File: src/rtl/matrix_pkg.sv
// Shared constants and types for the 2x2 matrix multiply-accumulate block.
// Index-to-accumulator mapping, FSM states and packed result layout.
package matrix_pkg;

    localparam int ELEM_W   = 3;
    localparam int ACC_W    = 2 * ELEM_W + 1;
    localparam int PROD_W   = 2 * ELEM_W;
    localparam int LAST_IDX = 7;
    localparam int IDX_W    = 4;
    localparam int ACC_N    = 4;
    localparam int SEL_W    = 2;
    localparam int RES_W    = ACC_N * ACC_W;

    // entry_in[2:1] selects the accumulator
    localparam logic [SEL_W-1:0] ACC_C00 = 2'd0;
    localparam logic [SEL_W-1:0] ACC_C01 = 2'd1;
    localparam logic [SEL_W-1:0] ACC_C10 = 2'd2;
    localparam logic [SEL_W-1:0] ACC_C11 = 2'd3;

    localparam int RES_C00 = 0;
    localparam int RES_C01 = ACC_W;
    localparam int RES_C10 = 2 * ACC_W;
    localparam int RES_C11 = 3 * ACC_W;

    typedef enum logic [1:0] {
        IDLE  = 2'd0,
        ACCUM = 2'd1,
        DONE  = 2'd2
    } state_t;

endpackage

File: src/rtl/matrix_mac_accum.sv
// Sequenced multiply-accumulate of selected A/B elements into C = A x B.
// Pairs must arrive in index order 0..7; result latches one cycle after idx 7.
module matrix_mac_accum
    import matrix_pkg::*;
(
    input  logic              clk,
    input  logic              rst_n,
    input  logic              start,
    input  logic              elem_valid,
    input  logic [IDX_W-1:0]  entry_in,
    input  logic [ELEM_W-1:0] a_elem,
    input  logic [ELEM_W-1:0] b_elem,
    output logic [RES_W-1:0]  result,
    output logic              done,
    output logic              busy,
    output logic              seq_err
);

    state_t state, state_nxt;

    logic [IDX_W-1:0]  exp_idx;
    logic [ACC_W-1:0]  acc [ACC_N];
    logic [PROD_W-1:0] prod;
    logic [SEL_W-1:0]  sel;
    logic              in_order;
    logic              accept;
    logic              reject;
    logic              clear;

    assign prod = PROD_W'(a_elem) * PROD_W'(b_elem);
    assign sel  = entry_in[2:1];
    assign busy = (state != IDLE);

    always_comb begin
        state_nxt = state;
        clear     = 1'b0;
        accept    = 1'b0;
        reject    = 1'b0;
        in_order  = (entry_in == exp_idx) &&
                    (entry_in <= IDX_W'(LAST_IDX));
        case (state)
            IDLE: begin
                if (start) begin
                    clear     = 1'b1;
                    state_nxt = ACCUM;
                end
            end
            ACCUM: begin
                // a restart discards whatever pair shares its cycle
                if (start) begin
                    clear = 1'b1;
                end else if (elem_valid) begin
                    if (in_order) begin
                        accept = 1'b1;
                        if (entry_in == IDX_W'(LAST_IDX))
                            state_nxt = DONE;
                    end else begin
                        reject = 1'b1;
                    end
                end
            end
            DONE: begin
                state_nxt = IDLE;
            end
            default: begin
                state_nxt = IDLE;
            end
        endcase
    end

    always_ff @(posedge clk or negedge rst_n) begin
        if (!rst_n)
            state <= IDLE;
        else
            state <= state_nxt;
    end

    always_ff @(posedge clk or negedge rst_n) begin
        if (!rst_n) begin
            for (int i = 0; i < ACC_N; i++)
                acc[i] <= '0;
            exp_idx <= '0;
            seq_err <= 1'b0;
            result  <= '0;
            done    <= 1'b0;
        end else begin
            done <= (state == DONE);
            if (state == DONE) begin
                result[RES_C00 +: ACC_W] <= acc[ACC_C00];
                result[RES_C01 +: ACC_W] <= acc[ACC_C01];
                result[RES_C10 +: ACC_W] <= acc[ACC_C10];
                result[RES_C11 +: ACC_W] <= acc[ACC_C11];
            end
            if (clear) begin
                for (int i = 0; i < ACC_N; i++)
                    acc[i] <= '0;
                exp_idx <= '0;
                seq_err <= 1'b0;
            end else if (accept) begin
                acc[sel] <= acc[sel] + ACC_W'(prod);
                exp_idx  <= exp_idx + IDX_W'(1);
            end else if (reject) begin
                seq_err <= 1'b1;
            end
        end
    end

endmodule

File: config.mk
export PLATFORM = sky130hd
export DESIGN_NAME = matrix_mac_accum
export DESIGN_NICKNAME = d
export VERILOG_FILES = /design/src/rtl/matrix_pkg.sv /design/src/rtl/matrix_mac_accum.sv
export SDC_FILE = /design/constraint.sdc
export NUM_CORES = 1
export LEC_CHECK = 0
export CAP_MARGIN = 15
export CORE_ASPECT_RATIO = 0.75
export CORE_MARGIN = 5
export CORE_UTILIZATION = 59
export CTS_CLUSTER_DIAMETER = 80
export DETAILED_ROUTE_END_ITERATION = 6
export PLACE_DENSITY_LB_ADDON = 0.12
export SLEW_MARGIN = 20
export SYNTH_ARGS = -nofsm -noshare
export SYNTH_HDL_FRONTEND = slang
export SYNTH_SLANG_ARGS = --single-unit
File: constraint.sdc
create_clock -name clk -period 4.7 [get_ports clk]
set_input_delay 0.94 -clock clk [delete_from_list [all_inputs] [get_ports clk]]
set_output_delay 0.94 -clock clk [all_outputs]
set_load 0.01 [all_outputs]
**Word-level counts from Yosys, hierarchy flattened**

Cells that the tools add are included.

- Order comparisons: 3
- Bitwise gates (word level): 1
- Reductions and logical operators: 9
- Multiply operators: 1
- Multiplexer cells: 29
- $add $sub $neg: 2
- Eq/ne operators: 10

Operators by type and width:

| cell | number |
|---|---|
| 2-to-1 mux 28 bit | 2 |
| bitwise mux 28 bit | 1 |
| 2-to-1 mux 7 bit | 3 |
| binary-select mux 7 bit (select 2 bit) | 1 |
| demux 7 bit (select 2 bit) | 1 |
| 2-to-1 mux 1 bit | 13 |
| 2-to-1 mux 2 bit | 5 |
| != test 2 bit, second input constant | 5 |
| 2-to-1 mux 4 bit | 2 |
| adder 7 x 6 -> 7 bit | 1 |
| multiplier 3 x 3 -> 6 bit | 1 |
| nonzero test 2 bit | 3 |
| AND reduction 5 bit | 1 |
| adder 4 x 1 -> 4 bit, second input constant | 1 |
| == test 4 x 3 -> 1 bit, second input constant | 1 |
| == test 4 bit | 1 |
| <= comparator 4 x 3 -> 1 bit, second input constant | 1 |
| case mux 2 bit (2 select lines) | 1 |
| >= comparator 3 bit, second input constant | 1 |
| less-than comparator 3 x 1 -> 1 bit, second input constant | 1 |
| NOT 2 -> 3 bit | 1 |
| == test 2 x 1 -> 1 bit, second input constant | 1 |
| == test 2 bit, second input constant | 1 |
| logical AND 1 bit | 2 |
| other kinds (4) | 4 |

- Output and inout bits: 31
- Logic and storage cells: 64
- Bits of input ports: 14
- Bits in registers: 64

**Logic depth before layout (Yosys ltp)**

- Depth after elaboration: 9
- Depth in mapped cells: 11
- Depth with buffers taken out: 11

**Worst setup path after synthesis**

No wires, ideal clock.

- Path kind: input port to flip-flop
- From: in entry_in[1]
- To: reg acc[6] (netlist name)
- Path buffers: 1
- Arrival time: 3.283 ns
- Setup time: 0.111 ns
- Data required time: 4.589 ns
- Setup slack: 1.305 ns
- Stages: 9
- Cells stage by stage: buf_6 -> mux4_1 -> fa_1 -> ha_1 -> a211oi_1 -> o21bai_1 -> a21oi_1 -> nor3b_1 -> a2111oi_2

- Cells in the longest elaborated chain, start to end: 8
- Elaborated cells on any way between the ends: 21
- Classes of those cells: add/sub (1); order compare (3); eq/ne (1); mux (12); bitwise (1); reduce/logical (3)

RTL lines:

| element | line | RTL |
|---|---|---|
| start: declaration | matrix_mac_accum.sv:10 | `input logic [IDX_W-1:0] entry_in,` |
| NOT 2 -> 3 bit (not written as such) | matrix_mac_accum.sv:100 | `acc[sel] <= acc[sel] + ACC_W'(prod);` |
| binary-select mux 7 bit (select 2 bit) (tied with other cells) | matrix_mac_accum.sv:100 |  |
| 2-to-1 mux 7 bit (not written as such) or logical AND 1 bit (tied branches) | matrix_mac_accum.sv:100 |  |
| 2-to-1 mux 7 bit (not written as such) | matrix_mac_accum.sv:100 |  |
| adder 7 x 6 -> 7 bit or demux 7 bit (select 2 bit) (tied branches) | matrix_mac_accum.sv:100 |  |
| bitwise mux 28 bit | matrix_mac_accum.sv:100 |  |
| 2-to-1 mux 28 bit | matrix_mac_accum.sv:99 | `end else if (accept) begin` |
| 2-to-1 mux 28 bit | matrix_mac_accum.sv:94 | `if (clear) begin` |
| end signal: indexed assignment | matrix_mac_accum.sv:100 |  |
| end: declaration | matrix_mac_accum.sv:22 | `logic [ACC_W-1:0] acc [ACC_N];` |

Several ways; a longest one is shown, not always the timed one. The select of a mux whose other input is x is not followed.
A chain may end at the register's enable or synchronous reset.

**Final worst setup path**

- From: in entry_in[1]
- To: reg acc[13] (netlist name)

The elaborated chain is that of the path after synthesis.

==> results_tabular.tex <==
\begin{tabular}{lr}
\hline
Metric & Value \\
\hline
\multicolumn{2}{l}{\textbf{Routing}} \\
Count of nets left with antenna violations after detail routing & 0 \\
Vias/cell & 5.64 \\
Drc violations & 0 \\
Total routed wirelength & 6.70 mm \\
1st-pass router iterations & 4 \\
Via count & 2215 \\
Routed len/inst & 17.0 µm \\
Number of violations reported at the end of detailed-routing iteration 0 & 95 \\
\multicolumn{2}{l}{\textbf{CTS}} \\
Clock transition at the registers of the reported paths & $\sim$0.070 ns \\
Maximum buffer depth of the clock tree & 2 \\
Clk Tree Root Cell & sky130\_fd\_sc\_hd\_\_clkbuf\_8 \\
Clock latency of the later-clocked register in the worst-skew pair & 0.34 ns \\
Post\_cts resized & 0 \\
Hold-fix buffers at CTS & 0 \\
Clock tree from TritonCTS & built \\
CTS HTree Levels & 3 \\
Post-CTS Setup Bufs & 0 \\
Total clock sinks & 64 \\
Number of buffers inserted during clock tree synthesis & 9 \\
\multicolumn{2}{l}{\textbf{Timing}} \\
Hold violation count in the final report & 0 \\
RSZ-0062 raised after global routing & no \\
Transition time at the pin with the least slew margin & 0.850 ns \\
Number of pins with negative max-slew slack in the final report & 0 \\
Post-Route Skew & 0.00570 ns \\
Final critical delay including setup and external delays & 3.93 ns \\
Fmax & between 200 and 300 MHz \\
Setup TNS & 0 ns \\
Final setup violation count & 0 \\
Worst-case headroom to the max-slew limit & 0.434 \\
Min Hold Slack & approximately 0.49 ns \\
Post-route fraction of the period consumed by the critical path & 0.835 \\
\multicolumn{2}{l}{\textbf{Setup path}} \\
Worst Path Required & 4.89 ns \\
Critical register-to-register path endpoint & acc[13] \\
Startpoint types & primary input \\
Slack of the worst reg-to-reg path & 1.83 ns \\
Worst Reg2Reg Path Length in Cells & 10 \\
Critical path capture point type & register \\
Peak fanout along the critical path & 6 \\
Type of the worst setup path & primary input to register \\
Data arrival at the endpoint of the critical path & 4.12 ns \\
R2R Path Start & acc[24] \\
\multicolumn{2}{l}{\textbf{Place}} \\
Number of port buffers & 44 \\
Detailed Place HPWL & 4.56 mm \\
Routability congestion estimate & roughly 0.86 \\
\multicolumn{2}{l}{\textbf{Logic synthesis}} \\
Proportion of netlist area held by the largest area contributor & 0.503 \\
Seq/Total Area, Yosys & 0.503 \\
Cells after Synth & 268 \\
Post-Syn Area per Cell & 11.9 µm² \\
Library cells used by synthesis & 42 \\
Post-synthesis register bit count & 64 \\
Top cell type by total area after synthesis & sky130\_fd\_sc\_hd\_\_dfrtp\_1 \\
Synth Net Count & 297 \\
Top area cells in the synthesized netlist & sky130\_fd\_sc\_hd\_\_dfrtp\_1, sky130\_fd\_sc\_hd\_\_mux2\_2, sky130\_fd\_sc\_hd\_\_mux4\_1 \\
Cell area after synthesis & 0.00319 mm² \\
Synth Warn \# & 0 \\
\multicolumn{2}{l}{\textbf{Finish}} \\
Layout filler cell count & 393 \\
Growth of design area from synthesis to finish & 23.2\% \\
Reg area & about 0.0016 mm² \\
Most frequent cells in the layout & sky130\_fd\_sc\_hd\_\_dfrtp\_1, sky130\_fd\_sc\_hd\_\_clkdlybuf4s50\_1, sky130\_fd\_sc\_hd\_\_mux2\_2 \\
Most frequent standard cell in the layout excluding fill and tap cells & sky130\_fd\_sc\_hd\_\_dfrtp\_1 \\
Antenna fix cells & 0 \\
Area of combinational cells with multiple inputs & roughly 0.0015 mm² \\
Nets & roughly 340 \\
Share of cells above drive strength 1 & 0.182 \\
\multicolumn{2}{l}{\textbf{Global routing}} \\
Total track usage & 0.222 \\
Remaining Overflow, GRT & 0 \\
Number of antenna violations at the first check in global routing & 0 \\
Largest net degree at the start of global routing & 65 \\
Wire length of the first global-routing pass & 11.4 mm \\
Vias in the first global route & 2292 \\
\multicolumn{2}{l}{\textbf{Die}} \\
Starting utilization of the core area & 0.602 \\
Vert. Die Dim & 73.6 µm \\
Num ports & 45 \\
DIE AREA & about 0.0070 mm² \\
Std-Cell Rows & 23 \\
Core area & about 0.0053 mm² \\
X dimension of the die & 94.9 µm \\
\multicolumn{2}{l}{\textbf{Job}} \\
Maximum capacitance violations & 0 \\
\multicolumn{2}{l}{\textbf{Min path}} \\
Type of the most critical hold path & register to register \\
Hold path cells & 2 \\
Startpoint of the tightest hold check path & result[27] \\
Hold endpoint & result[27] \\
\multicolumn{2}{l}{\textbf{Power}} \\
Worst IR drop on VDD & 0.000285 V \\
Pwr Density & between 300 and 400 mW/mm² \\
Leakage & 1.92 nW \\
Overall power consumption & roughly 1.2 mW \\
\multicolumn{2}{l}{\textbf{Run status}} \\
Result of the run & completed \\
\hline
\end{tabular}
-- state kept, by name (all words and copies together), names as in the netlist --
register / cells
state: 2
done: 1
result: 28
exp_idx: 4
seq_err: 1
acc: 28
-- kinds of logic (layout without fill, tap and decap cells) --
kind of cell,count (synthesis),count (layout),share of synthesized area
adders and majority gates,15,15,0.0707
AOI/OAI and AO/OA,38,38,0.0675
and+or+nand+nor,74,74,0.128
xor gates and xnor gates,6,6,0.0165
buffers and inverters,31,81,0.0428
muxes,40,40,0.172
DFF,64,64,0.503
-- synth_stat cells (all sizes together) --
cell / count
ha: 10
a21o: 2
mux4: 7
nand2: 9
buf: 6
o21ai: 22
and3b: 1
nor3: 2
or2: 2
inv: 18
and2: 7
nand3: 19
nand2b: 3
xor2: 4
mux2i: 6
nor3b: 2
o21bai: 1
and4: 1
a211oi: 1
or4b: 1
nand4bb: 1
nor2b: 1
dfrtp: 64
a41oi: 1
o22ai: 1
fa: 5
nand4: 6
a21oi: 9
a2111oi: 1
clkbuf: 7
mux2: 27
nor2: 19
xnor2: 2
-- per-stage QoR --
step,cell area [µm²],setup WS (ns),utilization,cells
2_1_floorplan,3190,1.31,-,268
3_3_place_gp,3670,0.567,0.693,377
3_5_place_dp,3670,0.445,0.693,377
4_1_cts,3920,0.787,0.741,393
5_1_grt,3930,0.606,0.741,393
6_report,3930,0.773,0.741,393
-- area by class of cell --
| class | instances | area share |
|---|---|---|
| inverters | 18 | 0.0172 |
| clock inverters | 6 | 0.0293 |
| multi-input cells | 173 | 0.370 |
| clock buffers | 10 | 0.0351 |
| flip-flops and latches | 64 | 0.408 |
| well taps | 75 | 0.0239 |
| repair buffers | 47 | 0.117 |
-- per-layer routing --
metal	up-vias	GRT usage	wire length, µm	part of all wire
met3	11	0.0696	346	0.052
met4	0	0.0704	105	0.016
li1	1037	-	-	-
met1	1098	0.299	3020	0.45
met2	69	0.346	3230	0.48
met5	-	0	0	0
-- worst max path at each step --
stage | start | to | slack (ns) | depth (start not counted)
3_5_place_dp | entry_in[1] | acc[6] | 0.44 | 9
4_1_cts | entry_in[1] | acc[6] | 0.79 | 9
2_1_floorplan | entry_in[1] | acc[6] | 1.31 | 9
6_report | entry_in[1] | acc[13] | 0.77 | 9
3_3_place_gp | entry_in[1] | acc[13] | 0.57 | 9
5_1_grt | entry_in[1] | acc[6] | 0.61 | 9
-- worst max-delay path, cell delays in order --
cell and delay [ns]:
sky130_fd_sc_hd__clkdlybuf4s50_1 0.75, sky130_fd_sc_hd__mux4_1 0.63, sky130_fd_sc_hd__fa_1 0.49, sky130_fd_sc_hd__ha_1 0.34
sky130_fd_sc_hd__a211oi_1 0.21, sky130_fd_sc_hd__o21bai_1 0.10, sky130_fd_sc_hd__a21oi_1 0.24, sky130_fd_sc_hd__xor2_1 0.27
sky130_fd_sc_hd__o21ai_0 0.15
-- report_power, final --
group	switching [mW]	total [mW]	internal (mW)
sequential	0.000881	0.553	0.552
combinational	0.0509	0.0813	0.0304
clock	0.222	0.591	0.369
Note: power is estimated with default switching activity, not from simulation.
